<file path="src/rtl/systolic_feeder.sv">
// systolic_feeder: loads one stationary weight per array column, then
// streams feature row-vectors into the array with a per-row skew.
//
// Ports
//   clk_in3, rst_in3      clock, async active-high reset
//   start, busy, done     job control / status (done is a 1-cycle pulse)
//   w_data/w_valid/w_ready          weight stream (accepted in LOAD_W)
//   feat_data/feat_valid/feat_last/feat_ready  feature stream (STREAM)
//   weight_out, weight_en           per-column weights + one-hot strobe
//   feature_out, in_en              skewed features + per-row enables
//   ctrl_out                        array control, high while loading
module systolic_feeder #(
   parameter int width = 8,
   parameter int row   = 4,
   parameter int col   = 4
) (
   input  logic                   clk_in3,
   input  logic                   rst_in3,
   input  logic                   start,
   output logic                   busy,
   output logic                   done,
   input  logic [width-1:0]       w_data,
   input  logic                   w_valid,
   output logic                   w_ready,
   input  logic [row*width-1:0]   feat_data,
   input  logic                   feat_valid,
   input  logic                   feat_last,
   output logic                   feat_ready,
   output logic [col*width-1:0]   weight_out,
   output logic [col-1:0]         weight_en,
   output logic [row*width-1:0]   feature_out,
   output logic [row-1:0]         in_en,
   output logic                   ctrl_out
);

   localparam int WCW = (col > 1) ? $clog2(col) : 1;
   localparam int FCW = (row > 1) ? $clog2(row) : 1;

   typedef enum logic [1:0] {
      IDLE,
      LOAD_W,
      STREAM,
      FLUSH
   } state_t;

   state_t               state_q, state_d;
   logic [WCW-1:0]       wc_q, wc_d;
   logic [FCW-1:0]       fc_q, fc_d;
   logic [col*width-1:0] weight_out_q, weight_out_d;
   logic [col-1:0]       weight_en_q, weight_en_d;
   logic                 done_q, done_d;
   logic                 push_en;

   // Handshake-qualified pushes only happen in STREAM; everything
   // else shifts bubbles through the skew lanes.
   assign push_en    = (state_q == STREAM) && feat_valid;

   assign busy       = (state_q != IDLE);
   assign w_ready    = (state_q == LOAD_W);
   assign ctrl_out   = (state_q == LOAD_W);
   assign feat_ready = (state_q == STREAM);
   assign done       = done_q;
   assign weight_out = weight_out_q;
   assign weight_en  = weight_en_q;

   always_comb begin
      state_d      = state_q;
      wc_d         = wc_q;
      fc_d         = fc_q;
      weight_out_d = weight_out_q;
      weight_en_d  = '0;
      done_d       = 1'b0;
      unique case (state_q)
         IDLE: begin
            if (start) begin
               state_d = LOAD_W;
               wc_d    = '0;
            end
         end
         LOAD_W: begin
            if (w_valid) begin
               for (int j = 0; j < col; j++) begin
                  if (wc_q == WCW'(j)) begin
                     weight_out_d[j*width +: width] = w_data;
                     weight_en_d[j] = 1'b1;
                  end
               end
               wc_d = wc_q + 1'b1;
               if (wc_q == WCW'(col - 1)) begin
                  state_d = STREAM;
               end
            end
         end
         STREAM: begin
            if (feat_valid && feat_last) begin
               state_d = FLUSH;
               fc_d    = '0;
            end
         end
         FLUSH: begin
            fc_d = fc_q + 1'b1;
            // row bubbles drain the deepest lane; done follows.
            if (fc_q == FCW'(row - 1)) begin
               state_d = IDLE;
               done_d  = 1'b1;
            end
         end
         default: begin
            state_d = IDLE;
         end
      endcase
   end

   always_ff @(posedge clk_in3 or posedge rst_in3) begin
      if (rst_in3) begin
         state_q      <= IDLE;
         wc_q         <= '0;
         fc_q         <= '0;
         weight_out_q <= '0;
         weight_en_q  <= '0;
         done_q       <= 1'b0;
      end else begin
         state_q      <= state_d;
         wc_q         <= wc_d;
         fc_q         <= fc_d;
         weight_out_q <= weight_out_d;
         weight_en_q  <= weight_en_d;
         done_q       <= done_d;
      end
   end

   // Lane r is r+1 stages deep; stage 0 sits in the low bits and the
   // oldest entry (the lane output) in the high bits.
   for (genvar r = 0; r < row; r++) begin : g_lane
      logic [(r+1)*width-1:0] dat_q, dat_d;
      logic [r:0]             en_q, en_d;

      always_comb begin
         dat_d = dat_q << width;
         dat_d[width-1:0] = push_en ?
            feat_data[r*width +: width] : '0;
         en_d    = en_q << 1;
         en_d[0] = push_en;
      end

      always_ff @(posedge clk_in3 or posedge rst_in3) begin
         if (rst_in3) begin
            dat_q <= '0;
            en_q  <= '0;
         end else begin
            dat_q <= dat_d;
            en_q  <= en_d;
         end
      end

      assign feature_out[r*width +: width] = dat_q[r*width +: width];
      assign in_en[r] = en_q[r];
   end

endmodule

</file>
<file path="config.mk">
export PLATFORM = sky130hd
export DESIGN_NAME = systolic_feeder
export DESIGN_NICKNAME = d
export VERILOG_FILES = /design/src/rtl/systolic_feeder.sv
export SDC_FILE = /design/constraint.sdc
export NUM_CORES = 1
export LEC_CHECK = 0
export CORE_MARGIN = 10
export CORE_UTILIZATION = 33
export DETAILED_ROUTE_END_ITERATION = 12
export PLACE_DENSITY_LB_ADDON = 0.05
export SLEW_MARGIN = 10
export SYNTH_ARGS = -nofsm -noshare
export SYNTH_HDL_FRONTEND = slang
export SYNTH_SLANG_ARGS = --single-unit
</file>
<file path="constraint.sdc">
create_clock -name clk_in3 -period 8.4 [get_ports clk_in3]
set_clock_uncertainty 0.1 [all_clocks]
set_input_delay 1.68 -clock clk_in3 [delete_from_list [all_inputs] [get_ports clk_in3]]
set_output_delay 1.68 -clock clk_in3 [all_outputs]
set_load 0.005 [all_outputs]
</file>
==> flow_summary.toml, run 1 <==
[status]
status = "finished clean"

[timing]
maxSlewHeadroom_pct = 36.6
rsz0062_at_grt = "false"
worstMarginPinSlew_ns = 0.950
setup_tns_ns = 0
report.final.hold_viol_count = 0
post-route-min-period_ns = 3.68
fmax_mhz = 272
report.final.slew_viol_count = 0
setup_violations = 0
layout_worst_path_cycle_share_pct = 43.8

[pwr]
p_sw_mw = 0.536
combPwrFrac_pct = 25.1
powerDensity_mw_per_mm2 = 332
p_leak_nw = 2.99
intPower_mw = 1.53
p_seq_share_pct = 39.8
ir_worst_vdd_mv = 0.130
p_clk_share_pct = 35.1
switching_share_pct = 26.0

[placement]
dp_cells = 543
gp_congestion = 0.736
port_buffers = 122
placed_cell_area_mm2 = 0.00563
place_hpwl_um = 6360

[worst_setup_path]
rr_worst_depth = 6
startpoint_type = "register"
cp_max_fo = 11
path_class = "register to primary output"
critPathArrivalTime_ns = 1.90
critPathRequiredTime_ns = 6.62
end_kind = "primary output"

[clock_network]
cts_made_buffers = 17
cts_setup_buffers = 0
cts_sinks = 127
path_clk_slew_ns = 0.06
h-tree-depth = 4
clk_path_buf_depth = 2
hold_buffers = 0
cts_root_buf = "clkbuf_16"
cts_resized = 0
cts_tree = "yes"
clk_latency_ns = 0.40

[detailed_routing]
wirelength_um = 9200
wl_per_cell_um = 16.0
drt-initial-drc-count = 126
postRouteAntennaNets = 0
route.vias.total = 2448
drc = 0
routed_via_density = 4.26
firstDrtPassIters = 4

[synthesis]
synth.ff_latch_count = 127
syn_avg_cell_area_um2 = 16.5
yosys_warnings = 0
synthesis.instances = 256
mappedNetlistArea_mm2 = 0.00422
syn-num-nets = 313
synth_cell_type_count = 23
ys_seq_area_share_pct = 75.4

[global_routing]
antenna_found_initial = 0
grt_pass1_wl_um = 15000
grt-ovfl-total = 0
grtUsageTotal_pct = 11.0
grt_max_degree = 82
grt_pass1_vias = 2684

[floorplanning]
coreArea_mm2 = 0.0126
rows = 41
die_y_um = 133
start_util_pct = 33.5
ioPinCount = 123
die_w_um = 133
dieArea_mm2 = 0.0177

[finish]
fin_cells = 575
fin_nets = 447
seq_area_mm2 = 0.00318
drive_gt1_share_pct = 19.9
syn2layout_area_growth_pct = 47.5
insertedDiodeCount = 0
multiInputGateArea_um2 = 948
nFillCells = 1128
postLayoutCellArea_mm2 = 0.00622

[min_path]
hold_class = "register to register"
hold_depth = 0

[job]
maxCapViolCount = 0
==> layout by cell type (no fill, tap or decap), drive strengths merged <==
cell	synthesis	routed
ha	11	11
dfrtp	127	127
bufinv	0	2
inv	10	15
clkinvlp	0	3
clkbuf	6	18
o21ai	8	8
nor3	1	1
nor2	2	2
a22o	1	1
nand3	6	6
mux2i	1	1
and2	2	2
mux2	33	33
nand2	1	1
clkdlybuf4s50	0	122
clkinv	0	4
a21boi	1	1
buf	4	3
nand2b	2	2
o221ai	1	1
a21oi	1	1
o22ai	1	1
and3	37	37
==> worst max-delay path, stage by stage, from the launching register on <==
cell and delay (ns):
dfrtp_1 0.41, inv_1 0.14, ha_1 0.37, clkdlybuf4s50_1 0.58
==> synthesized netlist by cell type (all sizes together) <==
| cell type | n | area [µm²] |
|---|---|---|
| o221ai | 1 | 8.76 |
| a21boi | 1 | 18.8 |
| nand2b | 2 | 12.5 |
| o22ai | 1 | 6.26 |
| inv | 10 | 37.5 |
| nand2 | 1 | 3.75 |
| mux2 | 33 | 372 |
| buf | 4 | 30.0 |
| nor2 | 2 | 7.51 |
| o21ai | 8 | 40.0 |
| a22o | 1 | 8.76 |
| nor3 | 1 | 10.0 |
| nand3 | 6 | 57.6 |
| and3 | 37 | 238 |
| and2 | 2 | 12.5 |
| ha | 11 | 138 |
| clkbuf | 6 | 22.5 |
| a21oi | 1 | 5.00 |
| dfrtp | 127 | 3180 |
| mux2i | 1 | 10.0 |
==> logic make-up after synthesis <==
kind of cell,Yosys count,synth area share [%]
simple gates,51,8.10
buf+inv,20,2.14
compound gates,13,2.08
flops,127,75.4
fa+ha+maj,11,3.26
mux,34,9.05
==> layout make-up <==
type,count,area share [%]
inverter,10,0.644
sequential,127,51.1
timing repair buffer,125,20.0
clock buffer,18,7.06
multi-input combinational,109,15.2
clock inverter,14,2.51
tap,172,3.46
==> per-stage QoR <==
stage	power, mW	setup slack [ns]	hold slack, ns	utilization [%]
3_3_place_gp	1.36	4.67	0.232	44.8
4_1_cts	2.10	4.67	0.245	49.5
5_1_grt	2.18	4.54	0.248	49.5
2_1_floorplan	1.05	3.24	0.231	-
3_5_place_dp	1.36	4.64	0.235	44.8
6_report	2.06	4.72	0.244	49.5
==> power groups by stage <==
| stage | sequential, mW | combinational, mW | clock [mW] |
|---|---|---|---|
| 2_1_floorplan | 0.832 | 0.220 | 0 |
| 3_3_place_gp | 0.830 | 0.528 | 0 |
| 3_5_place_dp | 0.834 | 0.531 | 0 |
| 4_1_cts | 0.824 | 0.534 | 0.744 |
| 5_1_grt | 0.839 | 0.572 | 0.770 |
| 6_report | 0.820 | 0.518 | 0.724 |
==> final timing paths <==
kind	start	endpoint	slack [ns]
worst max register to register	state_q[0]	state_q[1]	6.34
worst max-delay path	state_q[1]	w_ready	4.72
worst min-delay path	g_lane[3].dat_q[18]	g_lane[3].dat_q[26]	0.24
max in group asynchronous	rst_in3	weight_out[1]	5.20
min in group asynchronous	rst_in3	weight_out[30]	1.61
worst min register to register	g_lane[3].dat_q[18]	g_lane[3].dat_q[26]	0.24
==> sequential cells by signal (all words and copies together), names as in the netlist <==
| register | cells |
|---|---|
| wc_q | 2 |
| g_lane.dat_q | 80 |
| g_lane.en_q | 4 |
| done | 1 |
| fc_q | 2 |
| weight_en | 4 |
| weight_out | 32 |
| state_q | 2 |
==> layer usage <==
layer | GRT usage, % | vias up | share of wire (%)
met4 | 5.13 | 0 | 1.6
met3 | 4.47 | 11 | 5.7
met5 | 0 | - | 0
met2 | 17.7 | 61 | 51
li1 | - | 1144 | -
met1 | 12.6 | 1232 | 42
No activity file was read; power rests on OpenSTA's default activity.
==> inputs of run 2 (changes only) <==
Clock period 8.4 ns to 3.43 ns, I/O delays scaled along.
==> flow_summary.toml, run 2 (synthesized netlist as in run 1, its figures left out) <==
[status]
status = "finished clean"

[timing]
hold_ws_ns = 0.243
setup_tns_ns = 0
maxSlewHeadroom_pct = 44.9
post-route-min-period_ns = 2.66
worst_slack_ns = 0.770
report.final.slew_viol_count = 0
rsz0062_at_grt = "false"
layout_worst_path_cycle_share_pct = 77.6
report.final.hold_viol_count = 0
setup_violations = 0
fmax_mhz = 376
worstMarginPinSlew_ns = 0.825

[placement]
placed_cell_area_mm2 = 0.00566
port_buffers = 122
gp_congestion = 0.719
place_hpwl_um = 6610
place_ws_ns = 0.921
dp_cells = 546

[worst_setup_path]
critPathRequiredTime_ns = 2.64
crit_start = "state_q[1]"
cp_num_buf_inv = 2
cp_max_fo = 11
r2r_start = "state_q[0]"
path_cells = "inv_1 -> ha_1 -> clkdlybuf4s50_1"
startpoint_type = "register"
cp_top_family = "buffers and inverters"
critPathArrivalTime_ns = 1.87
slowest_stage = "clkdlybuf4s50_1"
path_class = "register to primary output"
max_stage_delay_ns = 0.57
end_kind = "primary output"

[clock_network]
h-tree-depth = 4
path_clk_slew_ns = 0.06
clk_path_buf_depth = 2
cts_tree = "yes"
cts_root_buf = "clkbuf_16"
hold_buffers = 0
clk_latency_ns = 0.40
cts_sinks = 127
cts_resized = 0
cts_setup_buffers = 0
cts_made_buffers = 17

[finish]
fin_nets = 450
syn2layout_area_growth_pct = 47.6
final_util_pct = 49.5
fin_cells = 578
insertedDiodeCount = 0
drive_gt1_share_pct = 20.0
layout_common_cells = "dfrtp_1 (127), clkdlybuf4s50_1 (122), mux2_2 (33), and3_1 (32), clkbuf_16 (17)"
final_common_cell = "dfrtp_1"
largest_reg_flops = 80
postLayoutCellArea_mm2 = 0.00622
regMostFlops = "g_lane.dat_q"

[detailed_routing]
wl_per_cell_um = 15.9
drt-initial-drc-count = 111
postRouteAntennaNets = 0
route.vias.total = 2432
firstDrtPassIters = 4
drc = 0
routed_via_density = 4.21
wirelength_um = 9190

[global_routing]
grtUsageTotal_pct = 11.0
antenna_found_initial = 0
grt_pass1_wl_um = 14800
grt-ovfl-total = 0
grt_max_degree = 48
grt_pass1_vias = 2637

[floorplanning]
die_y_um = 133
rows = 41
start_util_pct = 33.5
ioPinCount = 123
dieArea_mm2 = 0.0177
coreArea_mm2 = 0.0126
die_w_um = 133

[pwr]
p_sw_mw = 1.25
p_seq_share_pct = 40.5
combPwrFrac_pct = 25.8
intPower_mw = 3.69
power_mw = 4.94
switching_share_pct = 25.3
p_clk_share_pct = 33.6
p_leak_nw = 2.99
ir_worst_vdd_mv = 0.404
powerDensity_mw_per_mm2 = 794

[job]
maxCapViolCount = 0

[min_path]
hold_start = "g_lane[2].dat_q[10]"
hold_class = "register to register"
## run 2: cell types whose count changed in the layout (fill, tap and decap cells not counted), sizes merged
cell,before,now
clkbuf,18,22
clkinv,4,5
inv,15,10
clkinvlp,3,4
buf,3,6
bufinv,2,1
## run 2: final timing paths
check	cells after the start	endpoint	slack [ns]
max	3	w_ready	0.77
min	0	g_lane[2].dat_q[18]	0.24
max reg2reg	6	state_q[1]	1.46
min reg2reg	0	g_lane[2].dat_q[18]	0.24
max in group asynchronous	3	weight_out[6]	1.79
min in group asynchronous	2	g_lane[3].dat_q[28]	0.70
## run 2: worst register-to-register path, stage by stage (launching register included)
cell and delay [ns]:
dfrtp_1 0.41, inv_1 0.11, ha_1 0.22, buf_4 0.24
a21boi_4 0.19, nor3_2 0.24, mux2_2 0.36
## run 2: routing by layer
metal	wire [µm]	track usage, %	vias to the layer above
met1	3800	12.2	1211
met2	4650	17.5	69
met3	600	4.88	12
met4	135	5.68	0
li1	-	-	1140
met5	0	0	-
## run 2: final cells by class
class	instances	area, µm²
well taps	172	215
fillers	1118	6350
clock buffers	22	474
flip-flops and latches	127	3180
clock inverters	10	86.3
repair buffers	128	1280
inverters	10	41.3
multi-input cells	109	948
## run 2: power by group through the flow
stage	Clock, mW	Combinational [mW]	Sequential, mW
detailed placement	0	1.32	2.03
global placement	0	1.30	2.02
floorplan	0	0.539	2.04
finish	1.66	1.28	2.00
global route	1.78	1.40	2.05
CTS	1.72	1.32	2.01
==> inputs of run 3 (changes only) <==
Clock period 3.43 ns to 2.62 ns, I/O delays scaled along.
==> flow_summary.toml, run 3 (synthesized netlist as in run 1, its figures left out) <==
[status]
status = "finished clean"

[worst_setup_path]
cp_max_fo = 11
rr_worst_depth = 6
startpoint_type = "register"
path_class = "register to primary output"
r2r_start = "state_q[0]"
crit_start = "state_q[1]"
end_kind = "primary output"
critPathArrivalTime_ns = 1.78
critPathRequiredTime_ns = 2.00

[floorplanning]
coreArea_mm2 = 0.0126
die_y_um = 133
start_util_pct = 33.5
dieArea_mm2 = 0.0177
rows = 41
die_w_um = 133
ioPinCount = 123

[global_routing]
grt_pass1_vias = 2708
grt-ovfl-total = 0
grtUsageTotal_pct = 11.1
antenna_found_initial = 0
grt_max_degree = 93
grt_pass1_wl_um = 15000

[clock_network]
cts_sinks = 127
clk_path_buf_depth = 2
cts_tree = "yes"
h-tree-depth = 4
path_clk_slew_ns = 0.05
clk_latency_ns = 0.41
cts_made_buffers = 17
cts_root_buf = "clkbuf_16"
hold_buffers = 0

[finish]
nFillCells = 1110
fin_cells = 576
largest_reg_flops = 80
final_util_pct = 49.6
multiInputGateArea_um2 = 951
drive_gt1_share_pct = 20.0
layout_common_cells = "dfrtp_1 (127), clkdlybuf4s50_1 (122), mux2_2 (33), and3_1 (32), clkbuf_16 (17)"
syn2layout_area_growth_pct = 47.9
fin_nets = 450
insertedDiodeCount = 0
regMostFlops = "g_lane.dat_q"
final_common_cell = "dfrtp_1"
seq_area_mm2 = 0.00318

[detailed_routing]
route.vias.total = 2444
routed_via_density = 4.24
wl_per_cell_um = 16.2
postRouteAntennaNets = 0
drc = 0
drt-initial-drc-count = 121
wirelength_um = 9330
firstDrtPassIters = 4

[timing]
rsz0062_at_grt = "false"
layout_worst_path_cycle_share_pct = 91.7
worstMarginPinSlew_ns = 0.487
fmax_mhz = 416
post-route-min-period_ns = 2.40
report.final.hold_viol_count = 0
setup_tns_ns = 0
hold_ws_ns = 0.244
report.final.slew_viol_count = 0
setup_violations = 0
maxSlewHeadroom_pct = 67.6

[placement]
gp_congestion = 0.756
dp_cells = 546
place_hpwl_um = 6560
port_buffers = 122

[pwr]
ir_worst_vdd_mv = 0.398
powerDensity_mw_per_mm2 = 1050
power_mw = 6.56
p_leak_nw = 2.99

[min_path]
hold_class = "register to register"
hold_depth = 0
hold_start = "g_lane[3].dat_q[3]"

[job]
maxCapViolCount = 0
==> run 3: worst paths after layout <==
path,endpoint,slack (ns)
worst max-delay path,ctrl_out,0.22
worst min-delay path,g_lane[3].dat_q[11],0.24
worst max register to register,state_q[1],0.64
worst min register to register,g_lane[3].dat_q[11],0.24
max in group asynchronous,weight_out[30],1.53
min in group asynchronous,g_lane[3].dat_q[26],0.52
==> run 3: cell type report <==
class / instances / area share [%]
Clock inverter: 10 / 1.85
Sequential cell: 127 / 51.0
Clock buffer: 20 / 7.32
Multi-Input combinational cell: 109 / 15.2
Tap cell: 172 / 3.45
Timing Repair Buffer: 128 / 20.5
Inverter: 10 / 0.662
==> run 3: per-layer routing <==
| metal | vias up | global-route usage, % | wire (µm) |
|---|---|---|---|
| met5 | - | 0 | 0 |
| met4 | 0 | 6.42 | 201 |
| met3 | 16 | 4.47 | 607 |
| met2 | 69 | 17.7 | 4650 |
| met1 | 1218 | 12.4 | 3870 |
| li1 | 1141 | - | - |
==> run 3: metrics by stage <==
step / area (µm²) / setup WS [ns]
finish: 6240 / 0.216
global route: 6240 / 0.0725
CTS: 6230 / 0.0968
detailed placement: 5660 / 0.497
global placement: 5660 / 0.541
floorplan: 4220 / 0.429
==> run 3: timing repair <==
action | CTS | global route
endpoints found under the setup margin | 0 | 2
setup buffers | 0 | 0
resized for setup | 0 | 1
==> run 3: worst max-delay path, stage by stage (launching register included) <==
cell and delay (ns):
dfrtp_1 0.41, inv_1 0.13, ha_2 0.30, clkdlybuf4s50_1 0.54
==> run 3: where the power goes <==
group	internal, mW	switching, mW
clock network	1.43	0.807
registers	2.43	0.198
logic	1.04	0.648
